## config.mk

```make
export PLATFORM = sky130hd
export DESIGN_NAME = rx_port_arbiter
export DESIGN_NICKNAME = d
export VERILOG_FILES = /design/src/rtl/rx_port_arbiter.sv
export SDC_FILE = /design/constraint.sdc
export NUM_CORES = 1
export LEC_CHECK = 0
export CORE_AREA = 2 2 196 198
export CTS_BUF_LIST = sky130_fd_sc_hd__clkbuf_8
export DETAILED_ROUTE_END_ITERATION = 10
export DIE_AREA = 0 0 198 200
export PLACE_DENSITY = 0.55
export SYNTH_ARGS = -nofsm -noshare
export SYNTH_HDL_FRONTEND = slang
export SYNTH_SLANG_ARGS = --single-unit
```

## constraint.sdc

```tcl
create_clock -name clk -period 3.4 [get_ports clk]
set_input_delay 0.68 -clock clk [delete_from_list [all_inputs] [get_ports clk]]
set_output_delay 0.68 -clock clk [all_outputs]
set_load 0.05 [all_outputs]
```

## src/rtl/rx_port_arbiter.sv

```systemverilog
// Packet-granular round-robin merge of NUM_PORTS AXI4-Stream RX queues into a
// single 64-bit stream, with a forwarded-packet counter per port.
module rx_port_arbiter #(
  parameter int NUM_PORTS      = 4,
  parameter int AXI_DATA_WIDTH = 64,
  parameter int CNT_WIDTH      = 32
) (
  input  logic                                   clk,
  input  logic                                   reset,
  input  logic [NUM_PORTS*AXI_DATA_WIDTH-1:0]     s_tdata,
  input  logic [NUM_PORTS*(AXI_DATA_WIDTH/8)-1:0] s_tstrb,
  input  logic [NUM_PORTS-1:0]                   s_tvalid,
  input  logic [NUM_PORTS-1:0]                   s_tlast,
  output logic [NUM_PORTS-1:0]                   s_tready,
  output logic [AXI_DATA_WIDTH-1:0]              m_tdata,
  output logic [AXI_DATA_WIDTH/8-1:0]            m_tstrb,
  output logic                                   m_tvalid,
  output logic                                   m_tlast,
  input  logic                                   m_tready,
  output logic [NUM_PORTS-1:0]                   grant,
  output logic [NUM_PORTS*CNT_WIDTH-1:0]         pkt_count
);

  localparam int STRB_W = AXI_DATA_WIDTH / 8;
  localparam int IDX_W  = (NUM_PORTS > 1) ? $clog2(NUM_PORTS) : 1;
  localparam logic [IDX_W:0]   PORTS_EXT = (IDX_W + 1)'(NUM_PORTS);
  localparam logic [IDX_W-1:0] LAST_IDX  = IDX_W'(NUM_PORTS - 1);

  typedef enum logic [0:0] {
    IDLE = 1'b0,
    BUSY = 1'b1
  } state_t;

  state_t                   state, state_next;
  logic [IDX_W-1:0]         grant_idx, grant_idx_next;
  logic [IDX_W-1:0]         rr_ptr, rr_ptr_next;
  logic [CNT_WIDTH-1:0]     cnt [NUM_PORTS];
  logic [AXI_DATA_WIDTH-1:0] port_data [NUM_PORTS];
  logic [STRB_W-1:0]        port_strb [NUM_PORTS];
  logic [IDX_W:0]           cand;
  logic [IDX_W-1:0]         pick_idx;
  logic                     pick_found;
  logic                     done;

  for (genvar i = 0; i < NUM_PORTS; i++) begin : g_port
    assign port_data[i] = s_tdata[AXI_DATA_WIDTH*i +: AXI_DATA_WIDTH];
    assign port_strb[i] = s_tstrb[STRB_W*i +: STRB_W];
    assign pkt_count[CNT_WIDTH*i +: CNT_WIDTH] = cnt[i];
  end

  // Completing handshake of the granted packet's last beat.
  assign done = (state == BUSY) && s_tvalid[grant_idx] && m_tready && s_tlast[grant_idx];

  // Cyclic search from rr_ptr; scanning offsets downward lets the smallest offset win.
  always_comb begin
    cand       = '0;
    pick_idx   = rr_ptr;
    pick_found = 1'b0;
    for (int k = NUM_PORTS - 1; k >= 0; k--) begin
      cand = {1'b0, rr_ptr} + (IDX_W + 1)'(k);
      cand = (cand >= PORTS_EXT) ? (cand - PORTS_EXT) : cand;
      pick_idx   = s_tvalid[cand[IDX_W-1:0]] ? cand[IDX_W-1:0] : pick_idx;
      pick_found = pick_found | s_tvalid[cand[IDX_W-1:0]];
    end
  end

  // Next-state logic: grant in IDLE, release on the tlast handshake.
  always_comb begin
    state_next     = state;
    grant_idx_next = grant_idx;
    rr_ptr_next    = rr_ptr;
    case (state)
      IDLE: begin
        if (pick_found) begin
          state_next     = BUSY;
          grant_idx_next = pick_idx;
        end else begin
          state_next = IDLE;
        end
      end
      BUSY: begin
        if (done) begin
          state_next  = IDLE;
          rr_ptr_next = (grant_idx == LAST_IDX) ? '0 : grant_idx + IDX_W'(1);
        end else begin
          state_next = BUSY;
        end
      end
      default: state_next = IDLE;
    endcase
  end

  // Combinational data path from the granted port while BUSY; all zero when IDLE.
  always_comb begin
    m_tdata  = '0;
    m_tstrb  = '0;
    m_tvalid = 1'b0;
    m_tlast  = 1'b0;
    s_tready = '0;
    grant    = '0;
    if (state == BUSY) begin
      m_tdata             = port_data[grant_idx];
      m_tstrb             = port_strb[grant_idx];
      m_tvalid            = s_tvalid[grant_idx];
      m_tlast             = s_tlast[grant_idx];
      s_tready[grant_idx] = m_tready;
      grant[grant_idx]    = 1'b1;
    end else begin
      grant = '0;
    end
  end

  // Arbiter state registers.
  always_ff @(posedge clk) begin
    if (reset) begin
      state     <= IDLE;
      grant_idx <= '0;
      rr_ptr    <= '0;
    end else begin
      state     <= state_next;
      grant_idx <= grant_idx_next;
      rr_ptr    <= rr_ptr_next;
    end
  end

  // Per-port packet counters; wrap naturally at all-ones.
  always_ff @(posedge clk) begin
    for (int i = 0; i < NUM_PORTS; i++) begin
      if (reset) begin
        cnt[i] <= '0;
      end else if (done && (grant_idx == IDX_W'(i))) begin
        cnt[i] <= cnt[i] + CNT_WIDTH'(1);
      end else begin
        cnt[i] <= cnt[i];
      end
    end
  end

endmodule

```

# After elaboration in Yosys (flattened, before gate mapping)

Memories as Yosys holds them, arrays and structs flattened.
Cells that the tools add are included.

$add $sub $neg: 12
Multiply operators: 0
Divide/modulo/power cells: 0
Order comparisons: 11
Equal/unequal tests: 3
Shift operators: 0
Muxes and demuxes: 72
Bitwise gates (word level): 14
Reductions and logical operators: 11

Operators with widths:

| operator              | count |
|---|---|
| $mux 32               | 8 |
| $mux 64               | 3 |
| $add 32x1->32 const B | 4 |
| $bmux 64 s2           | 1 |
| $mux 1                | 37 |
| $mux 8                | 3 |
| $mux 2                | 9 |
| $bmux 8 s2            | 1 |
| $lt 2x3->1 const B    | 5 |
| $bmux 1 s2            | 6 |
| $ge 3x3->1 const B    | 4 |
| $or 1x1->1            | 11 |
| $logic_and 1x1->1     | 8 |
| $mux 4                | 2 |
| $sub 2x1->2 const B   | 4 |
| $add 2x2->3 const B   | 2 |
| $and 4x4->4           | 1 |
| $eq 2x2->1 const B    | 2 |
| $reduce_and 2->1      | 2 |
| $add 2x1->3 const B   | 1 |
| $ge 2x3->1 const B    | 1 |
| $not 2->3             | 1 |
| $add 2x1->2 const B   | 1 |
| $demux 1 s2           | 1 |
| other kinds (5)       | 5 |

Register bits after elaboration: 5
Latch bits: 0
Memory bits (writable): 128
Bits in read-only memories: 0
Output and inout bits: 210
Memories kept: 1

Memory list:

| name | words | bits a word | read ports | clocked after memory_dff | write ports | RTL line | source |
|---|---|---|---|---|---|---|---|
| cnt  | 4     | 32          | 4          | 0                        | 4           | 37       | `logic [CNT_WIDTH-1:0] cnt [NUM_PORTS];` |

# Logic depth before layout (Yosys ltp)

Gate-level depths: netlist of run 1.

Word-level depth: 11
Gate-level depth with buffers: 8
Mapped depth without buffers: 6

# Worst setup path after synthesis of run 1

Ideal clock, no wire load.

Path kind: register -> output
Start: register grant_idx[0]
End: output port m_tdata[17]
Arrival time: 2.179 ns
Data required time: 2.720 ns
Path slack: 0.541 ns
Stages on the path, launching flop included: 6
Cells stage by stage: dfxtp_1 clkbuf_1 buf_1 buf_2 mux4_2 and2_1

Cells in the longest elaborated chain, start to end: 5

RTL lines:

| what                                        | RTL line | source |
|---|---|---|
| from (decl)                                 | 35       | `logic [IDX_W-1:0] grant_idx, grant_idx_next;` |
| from (signal assigned)                      | 121      | `grant_idx <= grant_idx_next;` |
| $not 2->3 (implied by the code)             | 102      | `m_tdata = port_data[grant_idx];` |
| $bmux 64 s2                                 | 102      |  |
| $mux 64 (implied by the code) (2 in series) | 102      |  |
| $mux 64                                     | 101      | `if (state == BUSY) begin` |
| to (decl)                                   | 15       | `output logic [AXI_DATA_WIDTH-1:0] m_tdata,` |

Every way passes these cells. The select of a mux whose other input is x is not followed.

# Final worst setup path of run 1

Start: register grant_idx[0]
End: output port m_tdata[49]

The elaborated chain is that of the path after synthesis.

==> qor.csv, run 1 <==
stage;metric;value;unit
outcome;run_status;completed;
clocking;clk_latency;0.47;ns
clocking;path_clk_slew;0.08;ns
synthesis;ys_types;42;
setup_path;crit_path_top_delay_cell;clkdlybuf4s50_1;
worst_hold_path;hp-start;rr_ptr[1]$_SDFFE_PP0P_;
clocking;cts_made_buffers;17;
sta;setup_viol;0;
placement;dpl.cell_count;1865;
route;drtPass1Iterations;7;
clocking;holdBufCountCts;0;
power;comb_power_share;33.6;%
synthesis;synth_mux_area_share;17.80;%
power;clockPowerShare;27.8;%
layout;areaGrowthSynthToFinish;63.48;%
sta;rsz0062_at_grt;no;
floorplan;dieWidth;198;um
route;routedWlPerCell;24.66;um
sta;hold_violations;0;
clocking;cts.sinks;133;
route;drtAntennaViolNets;0;
global_route;antenna_found_initial;26;
floorplan;ios;509;
power;p_seq_share;38.6;%
power;p_total;5.187;mW
global_route;grt_use_met3;7.544;%
placement;hpwl;38.47;mm
sta;fmaxAchievable;0.3110;GHz
synthesis;syn_inst;879;
sta;timing.final.crit_share;94.58;%
sta;fin_tns_setup;0;ns
synthesis;netlist_area;9517;um^2
setup_path;path_cells;mux4_2 > and2_1 > clkdlybuf4s50_1;
setup_path;start_kind;flop;
global_route;met2_usage;38.94;%
setup_path;max_stage_delay;0.70;ns
synthesis;synth_compound_area_share;1.565;%
clocking;root_buffer;clkbuf_8;
layout;post-route-cell-area;15560;um^2
setup_path;crit_type;reg2out;
route;wl;47.02;mm
synthesis;ys_ff_latch;133;
clocking;ctsHtreeMaxLevel;4;
route;viasPerCell;4.901;
power;leakage;5.219;nW
synthesis;ys_warn_count;0;
floorplan;start_util;25.45;%
floorplan;die-area;39600;um^2
setup_path;cp_top_family;buffers and inverters;
global_route;grt-ovfl-total;0;
route;drt_iter0_markers;723;
setup_path;startpoint;grant_idx[0]$_SDFFE_PP0P_;
global_route;grt_first_pass_wirelength;66.28;mm
job;drv_cap;0;
setup_path;cp_num_buf_inv;1;
global_route;track_usage;23.63;%
placement;placed_area;15100;um^2
floorplan;core-area;37400;um^2
power;peakVddDrop;0.1801;mV
synthesis;synth_top_family_by_area;simple AND/OR/NAND/NOR gates;
synthesis;synthXorXnorAreaFrac;10.58;%
route;vias;9346;
global_route;grt_pass1_vias;9321;
clocking;cts_buffer_depth;2;
route;drc;0;
power;power.internal;3.391;mW
setup_path;critPathCaptureType;output port;
layout;fillCellCount;3613;
global_route;met1_usage;30.03;%
layout;fin_cells;1907;
synthesis;synthArstFlopShare;0;%
layout;final_util;41.60;%
floorplan;rows;71;
power;p_sw_share;34.62;%
synthesis;yosys.area_share.simple;24.85;%
synthesis;syn_area_per_cell;10.83;um^2
synthesis;synth_ff_type;edfxtp_1;
setup_path;r2r-start;grant_idx[0]$_SDFFE_PP0P_;
sta;period_minus_slack;3.216;ns
sta;slew_headroom;39.00;%
sta;clock_skew;0.02072;ns
worst_hold_path;min_path_type;reg2reg;
layout;nets;1681;
global_route;grt.busiest_layer;met2;
synthesis;synth-edff-count;128;
floorplan;die_h;200;um
layout;layout-drive-gt1-share;14.71;%
global_route;grt_max_degree;45;
power;p_sw;1.796;mW
setup_path;cp.arrival;2.54;ns
synthesis;synth_nets;1186;
clocking;cts_tree;yes;
power;p_per_area;333.4;nW/um^2
setup_path;worstPathRequired;2.72;ns
setup_path;worstPathMaxFanout;15;
placement;place_congestion;0.9638;
placement;port-buffer-count;508;
synthesis;synth_fa_ha_area_share;1.052;%
sta;slew_viol_final;0;
sta;worstMarginPinSlew;0.9075;ns
synthesis;synth_seq_area_share;41.44;%
[layout make-up]
class,instances,area [um^2],area share (%)
well taps,511,639.4,4.110
clock inverters,15,180.2,1.158
multi-input cells,681,5315,34.16
repair buffers,526,5157,33.15
flip-flops and latches,133,3953,25.41
diodes,9,22.52,0.1448
inverters,15,56.30,0.3619
clock buffers,17,234.0,1.504
[cells in the mapped netlist, drive strengths merged (6+ instances only)]
library cell	count	area (um^2)
nor2	147	551.8
edfxtp	128	3844
and2	85	531.8
mux4	73	1644
xor2	66	578.1
nand3	52	260.3
xnor2	49	429.2
nand2	45	168.9
clkbuf	39	146.4
nand4	38	252.7
nor4	26	183.9
and3	16	100.1
inv	15	56.30
nor3	13	65.06
a21oi	11	55.05
and4	11	96.34
buf	11	55.05
ha	8	100.1
or3	6	43.79
[path summary, 6_finish.rpt]
check	to	depth (start not counted)	slack, ns
worst max-delay path	m_tdata[49]	3	0.18
worst min-delay path	rr_ptr[1]$_SDFFE_PP0P_	2	0.61
worst max register to register	cnt[1][29]$_SDFFCE_PN0P_	6	0.90
worst min register to register	rr_ptr[1]$_SDFFE_PP0P_	2	0.61
[stage by stage]
| step | setup slack (ns) | hold slack, ns |
|---|---|---|
| 2_1_floorplan | 0.5407 | 0.5460 |
| 3_3_place_gp | 0.2441 | 0.5868 |
| 3_5_place_dp | 0.2568 | 0.5938 |
| 4_1_cts | 0.1054 | 0.6054 |
| 5_1_grt | 0.05001 | 0.6413 |
| 6_report | 0.1842 | 0.6085 |
[power groups by stage]
| stage | combinational (mW) | clock (mW) | sequential, mW |
|---|---|---|---|
| after floorplan | 0.704 | 0 | 2.24 |
| after global placement | 1.73 | 0 | 2.04 |
| after detailed placement | 1.73 | 0 | 2.05 |
| after CTS | 1.75 | 1.47 | 2.01 |
| after global routing | 1.82 | 1.55 | 2.02 |
| final | 1.74 | 1.44 | 2.00 |
[tightest hold or removal path: cells and delay by family, from the launching register on]
kind / cells / cell delay (ns)
flip-flops: 1 / 0.38
multiplexers: 1 / 0.14
AND/OR/NAND/NOR: 1 / 0.05
[cells in the final DEF (no fill, tap or decap), types with 16 or more instances in the layout]
cell	instances
xnor2_1	49
nand3_1	52
nand2_1	45
nand4_1	37
clkbuf_8	17
xor2_1	66
and3_1	16
and2_1	85
mux4_2	73
buf_4	79
nor4_1	24
edfxtp_1	128
clkdlybuf4s50_1	438
nor2_1	147
[timing repair]
item	CTS	global route
setup endpoints to repair	5	0
gates resized for setup	0	0
buffers inserted	1	0
[logic make-up after synthesis]
| kind of cell | Yosys count |
|---|---|
| multiplexers | 78 |
| buffers and inverters | 65 |
| adder cells (fa/ha/maj) | 8 |
| flip-flops | 133 |
| AO/OA/AOI/OAI | 25 |
| AND/OR/NAND/NOR | 455 |
| XOR/XNOR | 115 |
[state kept, by name, indices dropped and copies added, names as in the netlist]
name and flops:
cnt 128, grant_idx 2, rr_ptr 2, state 1
[metal layers]
metal	routed length, um	vias to the layer above
met1	19380	4625
met4	682	8
met3	4397	52
li1	-	4241
met2	22510	420
met5	58	-
Power figures use the tool's default switching activity.
==> run 2: changes to the inputs <==
Settings changed: CAP_MARGIN set to 20, CORE_AREA 2 2 196 198 to 2 2 197 199, DIE_AREA 0 0 198 200 to 0 0 199 201, GPL_ROUTABILITY_DRIVEN set to 0.
==> run 2 against run 1 <==
Compared with the run above: wire length shrank 2.4%; clock skew shrank 0.0098 ns; cell count grew 0.42%; utilization shrank 0.86 points; critical path depth grew 1; die area grew 1.0%; first-iteration DRC count shrank 1.9%; fmax grew 0.83%; hold slack lost 0.00086 ns; critical path type is now in2out; critical endpoint is now m_tdata[7]; largest power group unchanged.
==> qor.csv, run 2 (synthesis results as in run 1) <==
stage;metric;value;unit
outcome;run_status;completed;
sta;timing.final.crit_share;93.80;%
setup_path;cp_common_cell;clkdlybuf4s50_1;
route;wl;45.88;mm
setup_path;worstPathRequired;2.72;ns
global_route;grt-ovfl-total;0;
floorplan;die-area;40000;um^2
clocking;cts_made_buffers;17;
sta;clock_skew;0.01091;ns
setup_path;max_stage_delay;0.70;ns
layout;post-route-cell-area;15520;um^2
floorplan;dieWidth;199;um
sta;period_minus_slack;3.189;ns
floorplan;rows;72;
sta;rsz0062_at_grt;no;
clocking;ctsResizeCount;0;
power;peakVddDrop;0.1820;mV
layout;areaGrowthSynthToFinish;63.11;%
placement;port-buffer-count;508;
setup_path;cp_top_family;buffers and inverters;
setup_path;worstPathMaxFanout;1;
clocking;clk_latency;0.45;ns
layout;regMostFlops;cnt;
setup_path;path_cells;clkdlybuf4s50_1 > mux4_2 > and2_1 > clkdlybuf4s50_1;
power;p_per_area;331.3;nW/um^2
clocking;path_clk_slew;0.07;ns
placement;placed_area;15070;um^2
layout;nets;1680;
sta;slew_headroom;35.76;%
layout;top_regs;cnt (128), grant_idx (2), rr_ptr (2);
floorplan;start_util;24.97;%
setup_path;crit_type;in2out;
global_route;antenna_found_initial;24;
route;drc;0;
floorplan;ios;509;
clocking;cts.sinks;133;
sta;timing.hold.ws;0.6077;ns
clocking;ctsHtreeMaxLevel;4;
route;vias;9178;
floorplan;core-area;38110;um^2
sta;hold_violations;0;
job;drv_cap;0;
clocking;root_buffer;clkbuf_8;
setup_path;crit_path_top_delay_cell;clkdlybuf4s50_1;
worst_hold_path;min_path_type;reg2reg;
sta;fmaxAchievable;0.3136;GHz
route;drt_iter0_markers;709;
setup_path;cp_num_buf_inv;2;
route;drtAntennaViolNets;0;
layout;largest_register_ffs;128;
clocking;cts_tree;yes;
placement;hpwl;37.53;mm
sta;setup_viol;0;
sta;slew_viol_final;0;
setup_path;start_kind;input pin;
global_route;grt_max_degree;55;
sta;worstMarginPinSlew;0.9556;ns
global_route;track_usage;22.73;%
layout;final_common_cell;clkdlybuf4s50_1;
sta;fin_tns_setup;0;ns
clocking;cts_buffer_depth;2;
setup_path;critPathCaptureType;output port;
route;drtPass1Iterations;5;
global_route;grt_first_pass_wirelength;64.71;mm
layout;final_cell_mix;436 x clkdlybuf4s50_1, 147 x nor2_1, 128 x edfxtp_1;
layout;fin_cells;1915;
route;routedWlPerCell;23.96;um
floorplan;die_h;201;um
global_route;grt_pass1_vias;9149;
power;leakage;5.229;nW
layout;layout-drive-gt1-share;14.29;%
route;viasPerCell;4.793;
placement;dpl.cell_count;1871;
setup_path;cp.arrival;2.51;ns
run 2: changes by cell type in the layout (fill, tap and decap cells not counted), moves of 3 or more:
cell        previous run  this run
buf_12                 9         6
buf_4                 79        82
inv_1                 15        18
clkinv_1               0         4
clkinvlp_4             5         2
run 2: stage by stage:
stage               setup slack [ns]  util [%]  total power, mW
floorplan                     0.5407         -            2.944
global placement              0.2355     39.56            3.767
detailed placement            0.2209     39.56            3.771
CTS                          0.02524     40.62            5.197
global route                  0.1674     40.71            5.344
finish                        0.2109     40.73            5.143
run 2: worst paths after layout:
kind                                                start                 endpoint  slack [ns]  depth (start not counted)
worst max-delay path                         s_tdata[199]               m_tdata[7]        0.21                          4
worst min-delay path               rr_ptr[1]$_SDFFE_PP0P_   rr_ptr[1]$_SDFFE_PP0P_        0.61                          2
worst max register to register  grant_idx[1]$_SDFFE_PP0P_  cnt[1][8]$_SDFFCE_PN0P_        0.83                          5
worst min register to register     rr_ptr[1]$_SDFFE_PP0P_   rr_ptr[1]$_SDFFE_PP0P_        0.61                          2
run 2: routing by layer:
layer	global-route usage [%]	share of wire, %	vias up
met3	6.519	8.8	53
met4	7.303	1.7	6
li1	-	-	4240
met5	0	0.081	-
met2	36.96	49	429
met1	28.97	40	4450
run 2: area by class of cell:
type | count | area, um^2
well taps | 518 | 648.1
diodes | 11 | 27.53
repair buffers | 525 | 5115
inverters | 15 | 56.30
fillers | 3797 | 22580
multi-input cells | 681 | 5315
clock inverters | 15 | 171.4
clock buffers | 17 | 234.0
flip-flops and latches | 133 | 3955
run 2: report_power, final:
part | switching (mW) | total (mW) | internal, mW
Sequential | 0.133 | 2.01 | 1.88
Clock | 0.637 | 1.41 | 0.777
Combinational | 0.942 | 1.72 | 0.778
run 2: repair_timing:
item                       CTS  global route
hold buffers                 0             0
setup buffers                0             1
setup endpoints to repair    0             4
run 2: tightest hold or removal path: cells and delay by family (launching register included):
| kind | cells | cell delay [ns] |
|---|---|---|
| muxes | 1 | 0.14 |
| DFF | 1 | 0.38 |
| and+or+nand+nor | 1 | 0.05 |
==> run 3: changes to the inputs <==
Settings changed: CELL_PAD_IN_SITES_DETAIL_PLACEMENT set to 1, CELL_PAD_IN_SITES_GLOBAL_PLACEMENT set to 1, PLACE_DENSITY 0.55 to 0.71.
==> run 3 against run 2 <==
Compared with the run above: hold slack improved by 0.013 ns; sequential power is essentially flat; sequential share of layout area is 0.12 points lower; critical endpoint is now m_tdata[52]; die area did not move; register-to-register slack better by 0.05 ns; cell count increased by 0.26%; critical path depth shrank 1.
==> qor.csv, run 3 (synthesis results as in run 1) <==
stage;metric;value;unit
global_route;track_usage;23.22;%
sta;worstMarginPinSlew;0.8779;ns
setup_path;r2r-start;grant_idx[0]$_SDFFE_PP0P_;
floorplan;dieWidth;199;um
layout;areaGrowthSynthToFinish;63.75;%
global_route;grt_pass1_vias;9889;
worst_hold_path;whs_path_depth;2;
layout;largest_register_ffs;128;
job;drv_cap;0;
sta;clock_skew;0.01010;ns
clocking;cts_buffer_depth;2;
setup_path;r2r-end;cnt[0][50]$_SDFFCE_PN0P_;
layout;layout-drive-gt1-share;14.61;%
setup_path;critPathCaptureType;output port;
clocking;holdBufCountCts;0;
setup_path;startpoint;grant_idx[0]$_SDFFE_PP0P_;
power;leakage;5.248;nW
clocking;ctsResizeCount;0;
power;p_sw;1.759;mW
global_route;grt-ovfl-total;0;
floorplan;die_h;201;um
global_route;grt_first_pass_wirelength;66.84;mm
sta;timing.hold.ws;0.6203;ns
clocking;cts.sinks;133;
power;comb_power_share;33.4;%
sta;timing.final.ws_setup;0.1684;ns
clocking;clk_latency;0.46;ns
route;drtPass1Iterations;4;
sta;slew_viol_final;0;
route;routedWlPerCell;24.37;um
route;drtAntennaViolNets;0;
global_route;grt_max_degree;54;
sta;hold_violations;0;
clocking;cts_tree;yes;
global_route;antenna_found_initial;30;
floorplan;die-area;40000;um^2
clocking;path_clk_slew;0.08;ns
clocking;cts_setup_buffers;0;
layout;fin_cells;1920;
worst_hold_path;hp-start;rr_ptr[1]$_SDFFE_PP0P_;
worst_hold_path;min_path_type;reg2reg;
sta;fin_tns_setup;0;ns
layout;top_regs;cnt (128), grant_idx (2), rr_ptr (2);
layout;final_cell_mix;437 x clkdlybuf4s50_1, 147 x nor2_1, 128 x edfxtp_1;
power;p_seq_share;38.5;%
sta;rsz0062_at_grt;no;
clocking;ctsHtreeMaxLevel;4;
setup_path;cp.arrival;2.55;ns
sta;timing.final.crit_share;95.05;%
layout;regMostFlops;cnt;
route;drt_iter0_markers;538;
layout;final_common_cell;clkdlybuf4s50_1;
route;drc;0;
clocking;cts_made_buffers;17;
power;p_sw_share;33.75;%
route;wl;46.79;mm
route;vias;9452;
floorplan;ios;509;
power;clockPowerShare;28.1;%
power;power.internal;3.454;mW
floorplan;start_util;24.97;%
power;p_per_area;334.5;nW/um^2
setup_path;r2r_cells;6;
sta;slew_headroom;40.94;%
setup_path;worstPathMaxFanout;21;
outcome;run_status;completed;
setup_path;ff2ff_setup_slack;0.88;ns
setup_path;worstPathRequired;2.72;ns
placement;place_ws;0.2381;ns
floorplan;core-area;38110;um^2
setup_path;crit_type;reg2out;
sta;fmaxAchievable;0.3094;GHz
clocking;root_buffer;clkbuf_8;
power;peakVddDrop;0.1560;mV
worst_hold_path;hold_end;rr_ptr[1]$_SDFFE_PP0P_;
layout;nets;1683;
route;viasPerCell;4.923;
sta;setup_viol;0;
setup_path;start_kind;flop;
sta;period_minus_slack;3.232;ns
placement;port-buffer-count;508;
floorplan;rows;72;
placement;hpwl;38.58;mm
placement;dpl.cell_count;1875;
-- run 3: cell types whose count changed in the layout (fill, tap and decap cells not counted), moves of 2 or more --
| cell | delta |
|---|---|
| diode_2 | +2 |
| buf_12 | +2 |
| inv_1 | -2 |
| clkinv_4 | +3 |
-- run 3: metal layers --
metal,share of wire [%],vias to the layer above,track usage [%]
li1,-,4248,-
met3,8.4,61,7.880
met1,40,4723,27.78
met4,2.5,14,8.502
met5,0.20,-,0
met2,49,406,38.50
-- run 3: area by class of cell --
class / instances / area [um^2]
antenna: 13 / 32.53
clock buffer: 17 / 234.0
clock inverter: 15 / 187.7
fill: 4249 / 22520
inverter: 15 / 56.30
multi-input combinational: 681 / 5315
sequential: 133 / 3953
tap: 518 / 648.1
timing repair buffer: 528 / 5157
-- run 3: metrics by stage --
step / utilization (%) / power, mW / instance area [um^2]
4_1_cts: 40.81 / 5.276 / 15550
2_1_floorplan: - / 2.944 / 9517
5_1_grt: 40.88 / 5.412 / 15580
3_3_place_gp: 39.70 / 3.782 / 15130
3_5_place_dp: 39.70 / 3.796 / 15130
6_report: 40.90 / 5.213 / 15580
-- run 3: power by group through the flow --
| stage | Sequential, mW | Combinational [mW] | Clock (mW) |
|---|---|---|---|
| final | 2.01 | 1.74 | 1.46 |
| after global routing | 2.02 | 1.82 | 1.56 |
| after CTS | 2.01 | 1.76 | 1.51 |
| after detailed placement | 2.05 | 1.75 | 0 |
| after global placement | 2.04 | 1.74 | 0 |
| after floorplan | 2.24 | 0.704 | 0 |
-- run 3: worst max path at each step --
stage / endpoint / cells after the start
floorplan: m_tdata[17] / 5
global placement: m_tdata[48] / 4
detailed placement: m_tdata[48] / 4
CTS: m_tstrb[7] / 4
global route: m_tstrb[7] / 4
finish: m_tdata[52] / 3
-- run 3: critical path, stage by stage (launching register included) --
cell,delay [ns]
dfxtp_4,0.63
mux4_2,0.55
and2_1,0.17
clkdlybuf4s50_1,0.71
